`src/rtl/c17_resp_misr.sv`:
```
// c17_resp_misr: response-compaction stage for the c17 aging bench.
// Folds each settled CUT response (N22, N23) into a multiple-input signature
// register over a fixed-length run, then reports the signature, the number of
// accepted responses and a pass/fail compare against a golden signature.
//
// Optional feature: define MISR_TIMEOUT_EN to build an idle watchdog that ends
// a run (with timeout_o=1, fail_o=1) after TIMEOUT_CYCLES cycles in a row
// without resp_valid_i. Without the macro timeout_o is tied low.
//
// Ports:
//   clk          bench clock, rising edge active
//   rst_n        asynchronous active-low reset
//   start_i      single-cycle pulse that begins a run (ignored while busy)
//   resp_valid_i resp_i carries a settled CUT response this cycle
//   resp_i       CUT response; [1]=N22, [0]=N23
//   golden_sig_i expected signature, must be stable while done_o=1
//   busy_o       run in progress
//   done_o       run finished, signature and count frozen
//   signature_o  current MISR contents
//   vec_count_o  responses accepted this run
//   pass_o       done and signature matches golden (and no timeout)
//   fail_o       done and signature mismatches or watchdog expired
//   timeout_o    watchdog expired
module c17_resp_misr #(
    parameter int unsigned OUT_WIDTH      = 2,
    parameter int unsigned SIG_WIDTH      = 16,
    parameter int unsigned VEC_LENGTH     = 16,
    parameter logic [SIG_WIDTH-1:0] POLY  = 16'h1021,
    parameter logic [SIG_WIDTH-1:0] SEED  = 16'h0000,
    parameter int unsigned TIMEOUT_CYCLES = 64,
    localparam int unsigned CNT_W         = $clog2(VEC_LENGTH + 1)
) (
    input  logic                 clk,
    input  logic                 rst_n,
    input  logic                 start_i,
    input  logic                 resp_valid_i,
    input  logic [OUT_WIDTH-1:0] resp_i,
    input  logic [SIG_WIDTH-1:0] golden_sig_i,
    output logic                 busy_o,
    output logic                 done_o,
    output logic [SIG_WIDTH-1:0] signature_o,
    output logic [CNT_W-1:0]     vec_count_o,
    output logic                 pass_o,
    output logic                 fail_o,
    output logic                 timeout_o
);

    localparam logic [CNT_W-1:0] LAST_CNT = CNT_W'(VEC_LENGTH - 1);

    typedef enum logic [1:0] {StIdle, StRun, StDone} state_e;

    state_e               state_q, state_d;
    logic [SIG_WIDTH-1:0] sig_q, sig_d;
    logic [CNT_W-1:0]     cnt_q, cnt_d;
    logic [SIG_WIDTH-1:0] resp_ext;
    logic [SIG_WIDTH-1:0] sig_next;
    logic                 sig_match;

    always_comb begin
        resp_ext                = '0;
        resp_ext[OUT_WIDTH-1:0] = resp_i;
    end

    // Shift left, fold the polynomial in when the MSB falls out, XOR in response.
    assign sig_next = {sig_q[SIG_WIDTH-2:0], 1'b0}
                    ^ (sig_q[SIG_WIDTH-1] ? POLY : '0)
                    ^ resp_ext;

`ifdef MISR_TIMEOUT_EN
    localparam int unsigned IDLE_W = $clog2(TIMEOUT_CYCLES + 1);
    localparam logic [IDLE_W-1:0] IDLE_LAST = IDLE_W'(TIMEOUT_CYCLES - 1);

    logic [IDLE_W-1:0] idle_q, idle_d;
    logic              timeout_q, timeout_d;
`endif

    always_comb begin
        state_d = state_q;
        sig_d   = sig_q;
        cnt_d   = cnt_q;
`ifdef MISR_TIMEOUT_EN
        idle_d    = idle_q;
        timeout_d = timeout_q;
`endif
        unique case (state_q)
            StIdle, StDone: begin
                if (start_i) begin
                    state_d = StRun;
                    sig_d   = SEED;
                    cnt_d   = '0;
`ifdef MISR_TIMEOUT_EN
                    idle_d    = '0;
                    timeout_d = 1'b0;
`endif
                end
            end
            StRun: begin
                if (resp_valid_i) begin
                    sig_d = sig_next;
                    cnt_d = cnt_q + 1'b1;
                    if (cnt_q == LAST_CNT) begin
                        state_d = StDone;
                    end
`ifdef MISR_TIMEOUT_EN
                    idle_d = '0;
                end else if (idle_q == IDLE_LAST) begin
                    state_d   = StDone;
                    timeout_d = 1'b1;
                end else begin
                    idle_d = idle_q + 1'b1;
`endif
                end
            end
            default: state_d = StIdle;
        endcase
    end

    always_ff @(posedge clk or negedge rst_n) begin
        if (!rst_n) begin
            state_q <= StIdle;
            sig_q   <= '0;
            cnt_q   <= '0;
        end else begin
            state_q <= state_d;
            sig_q   <= sig_d;
            cnt_q   <= cnt_d;
        end
    end

`ifdef MISR_TIMEOUT_EN
    always_ff @(posedge clk or negedge rst_n) begin
        if (!rst_n) begin
            idle_q    <= '0;
            timeout_q <= 1'b0;
        end else begin
            idle_q    <= idle_d;
            timeout_q <= timeout_d;
        end
    end

    assign timeout_o = timeout_q;
`else
    assign timeout_o = 1'b0;
`endif

    assign busy_o      = (state_q == StRun);
    assign done_o      = (state_q == StDone);
    assign signature_o = sig_q;
    assign vec_count_o = cnt_q;
    assign sig_match   = (sig_q == golden_sig_i);
    // A watchdog-terminated run never passes, whatever the signature.
    assign pass_o      = done_o & sig_match & ~timeout_o;
    assign fail_o      = done_o & (~sig_match | timeout_o);

endmodule

```
`config.mk`:
```
export PLATFORM = sky130hd
export DESIGN_NAME = c17_resp_misr
export DESIGN_NICKNAME = d
export VERILOG_FILES = /design/src/rtl/c17_resp_misr.sv
export SDC_FILE = /design/constraint.sdc
export NUM_CORES = 1
export LEC_CHECK = 0
export ABC_AREA = 1
export CAP_MARGIN = 20
export CORE_MARGIN = 1
export CORE_UTILIZATION = 42
export CTS_BUF_LIST = sky130_fd_sc_hd__clkbuf_4 sky130_fd_sc_hd__clkbuf_8
export DETAILED_ROUTE_END_ITERATION = 8
export PLACE_DENSITY_LB_ADDON = 0.12
export SETUP_SLACK_MARGIN = 0.5
export SLEW_MARGIN = 20
export SYNTH_ARGS = -nofsm -noshare
export SYNTH_HDL_FRONTEND = slang
export SYNTH_SLANG_ARGS = --single-unit
```
`constraint.sdc`:
```
create_clock -name clk -period 2.6 [get_ports clk]
set_input_delay 0.78 -clock clk [delete_from_list [all_inputs] [get_ports clk]]
set_output_delay 0.78 -clock clk [all_outputs]
set_load 0.01 [all_outputs]
```
; ---- Yosys cells after proc, flatten, opt, wreduce, memory -nomap -nowiden
; Cells that the tools add are included.
[op_classes]
n_eq_ne = 7
n_mux = 11
multipliers = 0
div = 0
reduce_logical = 5
order_cmp = 0
n_bitwise = 5
addsub = 1
shift = 0
[op_table]
columns = operator, count
row1 = 2-to-1 mux 16 bit, 2
row2 = one-hot mux 16 bit (2 select lines), 1
row3 = == test 16 bit, 1
row4 = XOR 16 x 13 -> 16 bit, 1
row5 = XOR 16 x 2 -> 16 bit, 1
row6 = 2-to-1 mux 13 bit, 1
row7 = 2-to-1 mux 5 bit, 2
row8 = one-hot mux 5 bit (2 select lines), 1
row9 = 2-to-1 mux 2 bit, 3
row10 = AND reduction 3 bit, 2
row11 = adder 5 x 1 -> 5 bit (second input constant), 1
row12 = == test 5 x 4 -> 1 bit (second input constant), 1
row13 = inequality test 2 bit (second input constant), 2
row14 = one-hot mux 2 bit (2 select lines), 1
row15 = bitwise AND 1 bit, 2
row16 = == test 2 x 1 -> 1 bit (second input constant), 1
row17 = == test 2 bit (second input constant), 1
row18 = logical NOT 2 bit, 1
row19 = inequality test 2 x 1 -> 1 bit (second input constant), 1
row20 = nonzero test 2 bit, 1
row21 = OR reduction 2 bit, 1
row22 = inverter 1 bit, 1
[word_totals]
wordCells = 32
reg_bits = 23
rom_bits = 0
memories = 0
ramBits = 0
inputBits = 22
latch_bits = 0

; ---- Logic depth before layout (Yosys ltp)
[depth]
word_depth = 5
ltp_mapped = 9

; ---- Least setup slack after synthesis
; Ideal clock, no wire load.
[synth_path]
path_kind = in2out
start = in golden_sig_i[15]
end = out pass_o
arrival_time_ns = 1.365
n_path_buf = 0
path_stages = 8
required_time_ns = 1.820
path_slack_ns = 0.455
cell_sequence = inv_1 > nand2_1 > nand2_1 > nor2_1 > nand2_1 > nor2_1 > nand2_1 > nor2_1
[synth_between]
elab_chain_cells = 2
[synth_lines]
columns = element, line_no
row1 = "start, declared", 38  ; input logic [SIG_WIDTH-1:0] golden_sig_i,
row2 = == test 16 bit, 150  ; assign sig_match = (sig_q == golden_sig_i);
row3 = bitwise AND 1 bit, 152  ; assign pass_o = done_o & sig_match & ~timeout_o;
row4 = "end, declared", 43  ; output logic pass_o,
; No other way between the ends.

; ---- Worst setup path after layout
; Same ends and word-level chain as after synthesis.

==> flow_summary_export.csv <==
group,metric,value,unit
status,status,"finished clean",
setup_path,arrival,1.60,ns
yosys,ys_seq_elements,23,
setup_path,start_kind,"primary input",
detailed_routing,viasPerCell,4.753,
finish,most-common-layout-cells,"sky130_fd_sc_hd__nand2_1, sky130_fd_sc_hd__inv_1, sky130_fd_sc_hd__dfrtp_1",
yosys,synthDominantAreaCellType,"sky130_fd_sc_hd__dfrtp_1",
grt,largest_net_degree_at_the_start_of_global_routing,24,
die,die_height,58.46,um
yosys,yosys.cell_types.count,22,
die,top_level_ports,48,
finish,utilization,0.6475,
finish,drive_above_1_share,0.2428,
clock_tree,cts_sinks,23,
clock_tree,cell_at_the_root_of_the_clock_tree,"sky130_fd_sc_hd__clkbuf_4",
detailed_routing,detailroute.via_count,1364,
yosys,synth_sequential_area_ratio,0.4299,
die,placeableCoreArea,0.003028,mm^2
sta,finalSetupViolCount,0,
placement,port_buffers,46,
run,cap_violations,0,
placement,dpl.hpwl,2357,um
grt,grt_pass1_vias,1311,
die,initial_core_utilization,0.4421,
sta,tns,0,ns
placement,dpl-instance-area,0.001854,mm^2
finish,layout_commonest_cell,"sky130_fd_sc_hd__nand2_1",
setup_path,worstSetupEndpointType,"primary output",
pwr,ir_worst_vdd,0.0004885,V
sta,drv_slew,0,
setup_path,criticalPathCategory,"in2out",
detailed_routing,dr.first_iter.drc_count,54,
die,fp.dieArea,0.003418,mm^2
finish,design.final.nets,268,
pwr,cellLeakagePower,1.129,nW
sta,fin_crit_sh,0.9146,
min_path,hold_class,"reg2reg",
grt,groute.usage.overall,0.2115,
sta,timing.fmax,420.5,MHz
grt,grt_first_pass_wirelength,5561,um
finish,area_growth_syn_to_layout,46.45,%
clock_tree,tritoncts_clock_tree,"done",
detailed_routing,number_of_detailed_route_iterations_in_the_first_pass,6,
setup_path,critical-path-top-cell-by-count,"sky130_fd_sc_hd__nor2_2",
sta,setup_repair_after_global_routing_missed_its_margin,"true",
detailed_routing,drt_drc_violations_left,0,
setup_path,critPathMaxFanout,2,
detailed_routing,route.detailed.wl_per_inst,11.75,um
clock_tree,worstSkewPairLatency,0.31,ns
sta,finalWorstPathRequiredPeriod,2.378,ns
yosys,synthesis_warnings,0,
placement,globalplace.congestion,0.7295,
grt,grt_antenna_before_repair,0,
yosys,postSynthNetCount,210,
finish,stdcell_area,0.001961,mm^2
clock_tree,htree_levels,1,
sta,hold_violations,0,
grt,grt.overflow.total,0,
detailed_routing,postRouteAntennaNets,0,
detailed_routing,detail_route.wirelength,3372,um
yosys,ys_top_cells_by_area,"sky130_fd_sc_hd__dfrtp_1, sky130_fd_sc_hd__nand2_1, sky130_fd_sc_hd__inv_1",
setup_path,critical_path.max_stage_delay,0.15,ns
clock_tree,cts-root-to-sink-buffers,2,
pwr,p_per_area,983.4,mW/mm^2
setup_path,list_of_cells_traversed_by_the_critical_path,"buf_8 > nand2_2 > nand2_2 > nor2_2 > nand2_1 > nor2_2 > nand2_1 > nor2_2 > buf_2",
yosys,syn_inst_count,186,
clock_tree,cts_made_buffers,3,
setup_path,critical_path.slowest_cell,"sky130_fd_sc_hd__nor2_2",
sta,skew,0.01121,ns
yosys,syn-mean-instance-area,7.198,um^2
yosys,synth_top_cell_area_share,0.4299,
setup_path,timing.critical_path.required,1.82,ns
yosys,synth_area,0.001339,mm^2
finish,antenna-diode-count,0,
finish,n_fill_cell,277,
die,die-width,58.46,um
clock_tree,clock_slew_at_reported_path_ffs,0.12,ns
die,fp-row-count,20,
-- routing by layer --
layer / share of wire / GRT usage / vias to the layer above
met5: 0 / 0 / -
met4: 0.0080 / 0.05102 / 0
met3: 0.052 / 0.02857 / 5
met2: 0.52 / 0.3727 / 41
met1: 0.42 / 0.2758 / 643
li1: - / - / 675
-- kinds of logic after synthesis --
| kind of cell | count (synthesis) | share of synthesized area |
|---|---|---|
| buf+inv | 43 | 0.1393 |
| other cells | 1 | 0.002801 |
| flops | 23 | 0.4299 |
| simple gates | 88 | 0.2710 |
| compound gates | 23 | 0.09906 |
| fa+ha+maj | 2 | 0.01869 |
| xor+xnor | 6 | 0.03925 |
-- layout make-up --
cell class / count / area, um^2 / area share
Inverter: 37 / 141.4 / 0.07211
Timing Repair Buffer: 59 / 553.0 / 0.2821
Clock buffer: 4 / 30.03 / 0.01532
Multi-Input combinational cell: 120 / 604.3 / 0.3082
Sequential cell: 23 / 576.8 / 0.2942
Tap cell: 44 / 55.05 / 0.02808
-- cells in the mapped netlist --
cell,count
sky130_fd_sc_hd__conb_1,1
sky130_fd_sc_hd__a21oi_1,3
sky130_fd_sc_hd__xor2_1,2
sky130_fd_sc_hd__nand2_2,1
sky130_fd_sc_hd__inv_4,1
sky130_fd_sc_hd__buf_2,2
sky130_fd_sc_hd__nor2_1,14
sky130_fd_sc_hd__nand3_1,12
sky130_fd_sc_hd__inv_1,35
sky130_fd_sc_hd__buf_6,2
sky130_fd_sc_hd__nor2_4,1
sky130_fd_sc_hd__nand2_1,59
sky130_fd_sc_hd__nand2_4,1
sky130_fd_sc_hd__buf_4,1
sky130_fd_sc_hd__clkbuf_2,1
sky130_fd_sc_hd__xnor2_1,4
sky130_fd_sc_hd__o21ai_0,11
sky130_fd_sc_hd__inv_2,1
sky130_fd_sc_hd__o31ai_2,1
sky130_fd_sc_hd__ha_1,2
sky130_fd_sc_hd__o22ai_1,8
sky130_fd_sc_hd__dfrtp_1,23
-- worst max-delay path: cells and delay by family --
| family | cells | cell delay, ns |
|---|---|---|
| buf+inv | 2 | 0.22 |
| simple gates | 7 | 0.60 |
-- power by group --
group	switching (mW)	internal [mW]
Sequential	0.137	0.507
Combinational	0.546	0.564
Clock	0.104	0.0702
-- per-stage QoR --
stage | power, mW | instances | hold WS, ns | worst slack [ns]
finish | 1.928 | 287 | 0.5782 | 0.2221
global placement | 1.630 | 274 | 0.5107 | -0.6405
floorplan | 1.192 | 186 | 0.4844 | 0.4852
global route | 2.102 | 287 | 0.6128 | 0.1543
CTS | 1.848 | 280 | 0.5539 | 0.2143
detailed placement | 1.656 | 274 | 0.5228 | -0.6657
-- final timing paths --
path | slack, ns | from | cells after the start | end
min in group asynchronous | 0.81 | rst_n | 2 | signature_o[8]$_DFFE_PN0P_
setup / recovery | 0.22 | golden_sig_i[15] | 9 | pass_o
hold / removal | 0.58 | signature_o[5]$_DFFE_PN0P_ | 2 | signature_o[6]$_DFFE_PN0P_
hold reg to reg | 0.58 | signature_o[5]$_DFFE_PN0P_ | 2 | signature_o[6]$_DFFE_PN0P_
setup reg to reg | 0.97 | state_q[1]$_DFFE_PN0P_ | 7 | signature_o[3]$_DFFE_PN0P_
max in group asynchronous | 1.53 | rst_n | 2 | signature_o[4]$_DFFE_PN0P_
-- repair_timing --
| item | in CTS | in global routing |
|---|---|---|
| buffers inserted | 2 | 7 |
| pin swaps | 35 | 11 |
| hold buffers | 0 | 0 |
| endpoints found under the hold margin | 0 | 0 |
| gates resized for setup | 86 | 23 |
| setup endpoints to repair | 6 | 15 |
-- sequential cells by signal, indices dropped and copies added, names as in the netlist --
name and flops:
signature_o 16, state_q 2, vec_count_o 5
(Power assumes the default switching activity.)
